`src/rtl/uart_rx_mmio.sv`:
```
// Memory-mapped 8N1 UART receiver: synchronizes rx, deserializes frames into a
// small FIFO and exposes data/status words for the IO page read mux.
module uart_rx_mmio #(
  parameter int CLKS_PER_BIT = 104,
  parameter int DEPTH        = 4
) (
  input  logic        clk,
  input  logic        reset,
  input  logic        rx,
  input  logic        rd_dat,
  input  logic        clr_err,
  output logic [31:0] dat_rdata,
  output logic [31:0] cntl_rdata
);

  localparam int BW = $clog2(CLKS_PER_BIT);
  localparam int PW = $clog2(DEPTH);
  localparam int CW = PW + 1;

  localparam logic [BW-1:0] HALF_LOAD = BW'(CLKS_PER_BIT / 2 - 1);
  localparam logic [BW-1:0] FULL_LOAD = BW'(CLKS_PER_BIT - 1);
  localparam logic [CW-1:0] FULL_CNT  = CW'(DEPTH);

  typedef enum logic [2:0] {
    S_IDLE,
    S_START,
    S_DATA,
    S_STOP,
    S_WAIT_HI
  } state_e;

  logic          rx_meta_q, rxs_q;
  state_e        state_q, state_d;
  logic [BW-1:0] cnt_q, cnt_d;
  logic [7:0]    shift_q, shift_d;
  logic [2:0]    idx_q, idx_d;
  logic          push, frm_set;

  logic [7:0]    mem_q [DEPTH];
  logic [PW-1:0] wr_ptr_q, rd_ptr_q;
  logic [CW-1:0] count_q;
  logic          ovr_q, frm_q;
  logic          pop, push_ok, not_empty;

  // Synchronizer idles high so reset never looks like a start bit.
  always_ff @(posedge clk) begin
    if (reset) begin
      rx_meta_q <= 1'b1;
      rxs_q     <= 1'b1;
    end else begin
      rx_meta_q <= rx;
      rxs_q     <= rx_meta_q;
    end
  end

  // NOTE: clocked state uses non-blocking (<=) so every flop sees pre-edge values.
  always_ff @(posedge clk) begin
    if (reset) begin
      state_q <= S_IDLE;
      cnt_q   <= '0;
      shift_q <= '0;
      idx_q   <= '0;
    end else begin
      state_q <= state_d;
      cnt_q   <= cnt_d;
      shift_q <= shift_d;
      idx_q   <= idx_d;
    end
  end

  // NOTE: every output of this block gets a default first, so no path infers a latch.
  always_comb begin
    state_d = state_q;
    cnt_d   = cnt_q;
    shift_d = shift_q;
    idx_d   = idx_q;
    push    = 1'b0;
    frm_set = 1'b0;
    unique case (state_q)
      S_IDLE: begin
        if (!rxs_q) begin
          cnt_d   = HALF_LOAD;
          state_d = S_START;
        end
      end
      S_START: begin
        if (cnt_q != '0) begin
          cnt_d = cnt_q - 1'b1;
        end else if (rxs_q) begin
          state_d = S_IDLE;
        end else begin
          cnt_d   = FULL_LOAD;
          idx_d   = '0;
          state_d = S_DATA;
        end
      end
      S_DATA: begin
        if (cnt_q != '0) begin
          cnt_d = cnt_q - 1'b1;
        end else begin
          shift_d = {rxs_q, shift_q[7:1]};
          cnt_d   = FULL_LOAD;
          idx_d   = idx_q + 1'b1;
          if (idx_q == 3'd7) state_d = S_STOP;
        end
      end
      S_STOP: begin
        if (cnt_q != '0) begin
          cnt_d = cnt_q - 1'b1;
        end else if (rxs_q) begin
          push    = 1'b1;
          state_d = S_IDLE;
        end else begin
          frm_set = 1'b1;
          state_d = S_WAIT_HI;
        end
      end
      S_WAIT_HI: begin
        if (rxs_q) state_d = S_IDLE;
      end
      default: state_d = S_IDLE;
    endcase
  end

  // Pop is resolved before push, so a full FIFO being read still accepts a byte.
  assign not_empty = (count_q != '0);
  assign pop       = rd_dat & not_empty;
  assign push_ok   = push & ((count_q != FULL_CNT) | pop);

  always_ff @(posedge clk) begin
    if (reset) begin
      wr_ptr_q <= '0;
      rd_ptr_q <= '0;
      count_q  <= '0;
      ovr_q    <= 1'b0;
      frm_q    <= 1'b0;
    end else begin
      if (push_ok) wr_ptr_q <= wr_ptr_q + 1'b1;
      if (pop)     rd_ptr_q <= rd_ptr_q + 1'b1;
      count_q <= count_q + CW'(push_ok) - CW'(pop);
      ovr_q   <= (push & ~push_ok) | (ovr_q & ~clr_err);
      frm_q   <= frm_set | (frm_q & ~clr_err);
    end
  end

  // NOTE: storage is not reset; the count gates every read, so stale bytes are never visible.
  always_ff @(posedge clk) begin
    if (push_ok) mem_q[wr_ptr_q] <= shift_q;
  end

  always_comb begin
    dat_rdata  = not_empty ? {24'b0, mem_q[rd_ptr_q]} : 32'b0;
    cntl_rdata = {20'b0, frm_q, ovr_q, 1'b0, not_empty, 8'(count_q)};
  end

endmodule

```
`config.mk`:
```
export PLATFORM = sky130hd
export DESIGN_NAME = uart_rx_mmio
export DESIGN_NICKNAME = d
export VERILOG_FILES = /design/src/rtl/uart_rx_mmio.sv
export SDC_FILE = /design/constraint.sdc
export NUM_CORES = 1
export LEC_CHECK = 0
export ABC_AREA = 1
export BUFFER_PORTS_ARGS = -buffer_cell sky130_fd_sc_hd__buf_2
export CAP_MARGIN = 25
export CORE_AREA = 5 5 84 86
export CTS_BUF_LIST = sky130_fd_sc_hd__clkbuf_4
export DETAILED_ROUTE_END_ITERATION = 6
export DIE_AREA = 0 0 89 91
export MAX_ROUTING_LAYER = met4
export PLACE_DENSITY = 0.83
export SLEW_MARGIN = 20
export SYNTH_ARGS = -nofsm -noshare
export SYNTH_HDL_FRONTEND = slang
export SYNTH_SLANG_ARGS = --single-unit
```
`constraint.sdc`:
```
create_clock -name clk -period 6.4 [get_ports clk]
set_input_delay 1.28 -clock clk [delete_from_list [all_inputs] [get_ports clk]]
set_output_delay 1.28 -clock clk [all_outputs]
set_load 0.01 [all_outputs]
```
### After elaboration in Yosys (flattened, before gate mapping)

Memory sizes are Yosys's and may differ from the RTL's. A register that Yosys moved wholly into a read port is not among the register bits.
Index checks and enable logic that the tools add are counted.

| operators by class | value |
|---|---|
| $add $sub $neg | 6 |
| multiply operators | 0 |
| divide/modulo/power cells | 0 |
| order comparisons | 0 |
| eq/ne operators | 15 |
| shifts and indexed selects | 0 |
| multiplexer cells | 30 |
| bitwise logic cells | 11 |
| reduce and logical (&&, ||, !) cells | 9 |

Operators by type and width:

| kind | count |
|---|---|
| $mux W7 | 5 |
| $mux W3 | 10 |
| $pmux W7 S4 | 1 |
| $ne A2 B2 Y1 const B | 8 |
| $pmux W3 S5 | 1 |
| $mux W1 | 8 |
| $mux W8 | 1 |
| $reduce_and A4 Y1 | 2 |
| $reduce_bool A7 Y1 | 1 |
| $sub A7 B1 Y7 const B | 1 |
| $eq A3 B2 Y1 const B | 2 |
| $eq A3 B3 Y1 const B | 2 |
| $mux W2 | 3 |
| $ne A3 B3 Y1 const B | 2 |
| $pmux W3 S2 | 1 |
| $reduce_and A6 Y1 | 1 |
| $and A1 B1 Y1 | 5 |
| $add A2 B1 Y2 const B | 2 |
| $reduce_bool A4 Y1 | 1 |
| $add A3 B1 Y3 | 1 |
| $add A3 B1 Y3 const B | 1 |
| $eq A3 B1 Y1 const B | 1 |
| $logic_not A3 Y1 | 1 |
| $not A1 Y1 | 3 |
| 5 further kinds | 7 |

| word-level totals | value |
|---|---|
| flip-flop bits (word level) | 32 |
| bits in latches | 0 |
| RAM bits | 32 |
| ROM bits | 0 |
| input port bits | 5 |
| output and inout port bits | 64 |
| logic and storage cells | 83 |
| memories kept | 1 |

Memories:

| name | depth | bits a word | read ports | clocked after Yosys merged registers in | write ports | RTL line | RTL |
|---|---|---|---|---|---|---|---|
| mem_q | 4 | 8 | 1 | 1 | 1 | 39 | `logic [7:0] mem_q [DEPTH];` |

### Depth between registers and ports, before layout

| logic depth | value |
|---|---|
| depth in word-level cells | 7 |
| gate-level depth with buffers | 15 |
| mapped depth without buffers | 15 |

### Worst setup path before layout

OpenSTA, ideal clock, no wires.

| timing | value |
|---|---|
| path type | input -> register |
| from | in rd_dat |
| to | reg count_q[2] |
| arrival time | 2646 ps |
| data required time | 6330 ps |
| slack | 3684 ps |
| stages on the path | 11 |
| buffers on the path | 0 |
| cell sequence | nor2_1 nand3_1 nand3_4 ha_1 inv_1 ha_1 inv_1 fa_1 inv_1 o21ai_0 a21oi_1 |

| between the ends | value |
|---|---|
| cells in the longest elaborated chain, start to end | 5 |

RTL lines:

| what | RTL line | RTL |
|---|---|---|
| start, declared | 10 | `input logic rd_dat,` |
| $and A1 B1 Y1 (*) | 127 | `assign pop = rd_dat & not_empty;` |
| $or A1 B1 Y1 | 128 | `assign push_ok = push & ((count_q != FULL_CNT) \| pop);` |
| $and A1 B1 Y1 | 128 |  |
| $add A3 B1 Y3 | 140 | `count_q <= count_q + CW'(push_ok) - CW'(pop);` |
| $sub A3 B1 Y3 (*) | 140 |  |
| end signal, assigned | 140 |  |
| end, declared | 41 | `logic [CW-1:0] count_q;` |

Mark *: on every way between the ends. The rest lies on a longest branch, timed or not.
A chain may end at the register's enable or synchronous reset.

==> results.tsv <==
stage	metric	value	unit
outcome	status	completed	
timing	Tightest Pin Transition	0.814	ns
grt	largest net degree at the start of global routing	20	
clocking	Clock Sinks	66	
clocking	Max Root-Sink Buffers	2	
die	Die H	91	um
grt	GRT Overall Usage	0.157	
worst_hold_path	Min-Delay Path Class	reg -> reg	
yosys	Syn Inst Count	374	
clocking	clk_lat worst skew	0.41	ns
die	core area	6200	um2
route	vias per cell	4.80	
timing	setup_tns	0	ns
timing	Clock Skew	0.0121	ns
yosys	Syn Area/Cell	8.89	um2
die	DIE WIDTH	89	um
yosys	Area contributors post-synth	edfxtp_1, dfxtp_1, buf_4	
clocking	number of gates resized after cts	0	
die	boundary pin count	69	
route	WL per Instance	12.4	um
yosys	async set-reset flop share out of synthesis	0	
yosys	Yosys top cell by area	edfxtp_1	
worst_setup_path	Crit path largest cell delay	0.72	ns
timing	Final Hold Viols	0	
finish	Layout area overhead	3.58	%
worst_setup_path	Top delay family on crit path	flip-flops	
worst_hold_path	Hold Crit Start	rx_meta_q	
timing	Tmin final	3.19	ns
timing	RSZ-0062 raised after global routing	no	
finish	Final nets	407	
worst_hold_path	Min-Delay Path Depth	1	
worst_setup_path	worst r2r src	cnt_q[0]	
worst_setup_path	Critical R2R Capture	count_q[2]	
worst_setup_path	type of origin of the critical path	flip-flop	
yosys	Seq/Total Area, Yosys	0.494	
finish	fraction of layout cells with a size suffix above 1	0.136	
flow_run	max_cap viols	0	
clocking	clock-pin slew on the worst setup and hold paths	0.11	ns
finish	commonest cells after routing, fill and taps aside	nor2_1, conb_1, nand2_1, dfxtp_1, edfxtp_1	
clocking	post-CTS setup buffer count	0	
timing	fmax	0.314	GHz
yosys	Yosys warning count	0	
die	Initial Utilization	0.536	
finish	commonest non-fill, non-tap cell in the layout	nor2_1	
grt	antenna violations before repair	0	
clocking	Max H-tree Level	3	
worst_setup_path	CP max FO	17	
yosys	Synth top area share	0.289	
worst_setup_path	Worst EP required	5.12	ns
clocking	CTS tree	built	
yosys	Seq cells post-synth	66	
timing	Setup Viol. Count Final	0	
placement	RePlAce Congestion	0.839	
route	DRT iter0 DRCs	143	
worst_setup_path	crit path cell chain	inv_2 -> o21ai_0 -> a21oi_1 -> buf_2	
worst_setup_path	Setup crit end kind	output port	
yosys	Post-Synthesis Cell Area	3320	um2
grt	M1 GR Usage	0.176	
route	Via Count	2272	
worst_setup_path	r2r setup slk	3.71	ns
die	total die area	8100	um2
worst_setup_path	CP bufs+invs	2	
grt	first-pass GRT wire length	9.68	mm
placement	port bufs	18	
grt	met3 Use GR	0.0353	
route	Residual DRC	0	
worst_hold_path	hold endpoint	rxs_q	
route	drt pass-1 iters	4	
grt	gr busiest metal	met2	
worst_setup_path	WP data arrival	1.91	ns
clocking	Num CTS Buffers	9	
power	worst vdd ir	0.167	mV
power	Pwr per Cell Area	309	nW/um2
worst_setup_path	Setup CP Type	reg -> out	
finish	fill cell count	551	
placement	DP HPWL	4.15	mm
yosys	Post-synth EDFFs	32	
power	leakage power	1.52	nW
worst_setup_path	R2R cell count	15	
timing	Slew Limit Headroom	0.455	
worst_setup_path	Crit-path slowest cell	dfxtp_1	
timing	Hold Slack	0.427	ns
route	Detail Route Antenna Nets	0	
route	wire length after detailed routing	5.87	mm
grt	total gr overflow	0	
timing	Slew Limit Fails	0	
grt	met2 global-route usage	0.270	
finish	number of diodes	0	
clocking	hold buffers post-CTS	0	
clocking	Root Buffer	clkbuf_4	
grt	vias in the first global route	2093	
yosys	distinct cell type count after synthesis	33	
die	Row Count	29	
timing	fin crit share	0.498	
yosys	ys flop type	dfxtp_1	
==> per-layer routing <==
| layer | up-vias | part of all wire |
|---|---|---|
| met5 | - | 0 |
| met1 | 1048 | 0.41 |
| met3 | 6 | 0.060 |
| li1 | 1155 | - |
| met4 | 0 | 0.012 |
| met2 | 63 | 0.52 |
==> flip-flops by register name, indices dropped and copies added (netlist names), named ones only <==
name	flops
rx_meta_q	1
ovr_q	1
rd_ptr_q	2
idx_q	3
frm_q	1
rxs_q	1
shift_q	8
state_q	3
count_q	3
wr_ptr_q	2
cnt_q	7
mem_q	32
==> synthesized netlist by cell type, types with 2 or more instances <==
cell type / count
a21oi_1: 25
a21oi_2: 2
buf_2: 3
buf_4: 54
clkbuf_1: 3
dfxtp_1: 34
edfxtp_1: 32
ha_1: 10
inv_1: 27
inv_2: 4
nand2_1: 34
nand3_1: 7
nand3_4: 2
nand3b_1: 2
nand4_1: 3
nor2_1: 72
nor2_2: 5
nor3_1: 3
o21ai_0: 31
o21ai_1: 3
or2_2: 4
xnor2_1: 3
==> metrics by stage <==
step / instance area, um2 / std cells / total power [W] / util / setup slack, ns
floorplan: 3510 / 423 / 0.000687 / - / 3.68
global placement: 3260 / 457 / 0.000718 / 0.525 / 3.49
detailed placement: 3260 / 457 / 0.000726 / 0.525 / 3.38
CTS: 3440 / 473 / 0.00107 / 0.555 / 3.19
global route: 3440 / 473 / 0.00112 / 0.555 / 3.04
finish: 3440 / 473 / 0.00106 / 0.555 / 3.21
==> power by group <==
part | internal, W | switching (W)
logic | 0.0000808 | 0.000146
clock network | 0.000198 | 0.000151
registers | 0.000456 | 0.0000307
total | 0.000735 | 0.000327
==> kinds of logic after synthesis <==
group / count (synthesis) / synth area share
flops: 66 / 0.494
xor+xnor: 4 / 0.0105
other cells: 1 / 0.00113
buf+inv: 92 / 0.166
fa+ha+maj: 11 / 0.0437
simple gates: 136 / 0.184
compound gates: 64 / 0.101
==> worst max-delay path by stage <==
stage,from,to,slack (ns),cells after the start
floorplan,rd_dat,count_q[2],3.68,11
global placement,rd_dat,count_q[2],3.49,12
detailed placement,rd_dat,count_q[2],3.38,12
CTS,flip-flop,dat_rdata[7],3.19,4
global route,flip-flop,dat_rdata[7],3.04,4
finish,flip-flop,dat_rdata[1],3.21,4
==> cell type report <==
type	count	area (um2)	share of cell area
flip-flops and latches	66	1640	0.477
clock inverters	7	116	0.0338
repair buffers	18	90.1	0.0262
multi-input cells	265	1320	0.382
clock buffers	9	67.6	0.0196
inverters	31	116	0.0338
well taps	77	96.3	0.0280
Power figures use the tool's default switching activity.
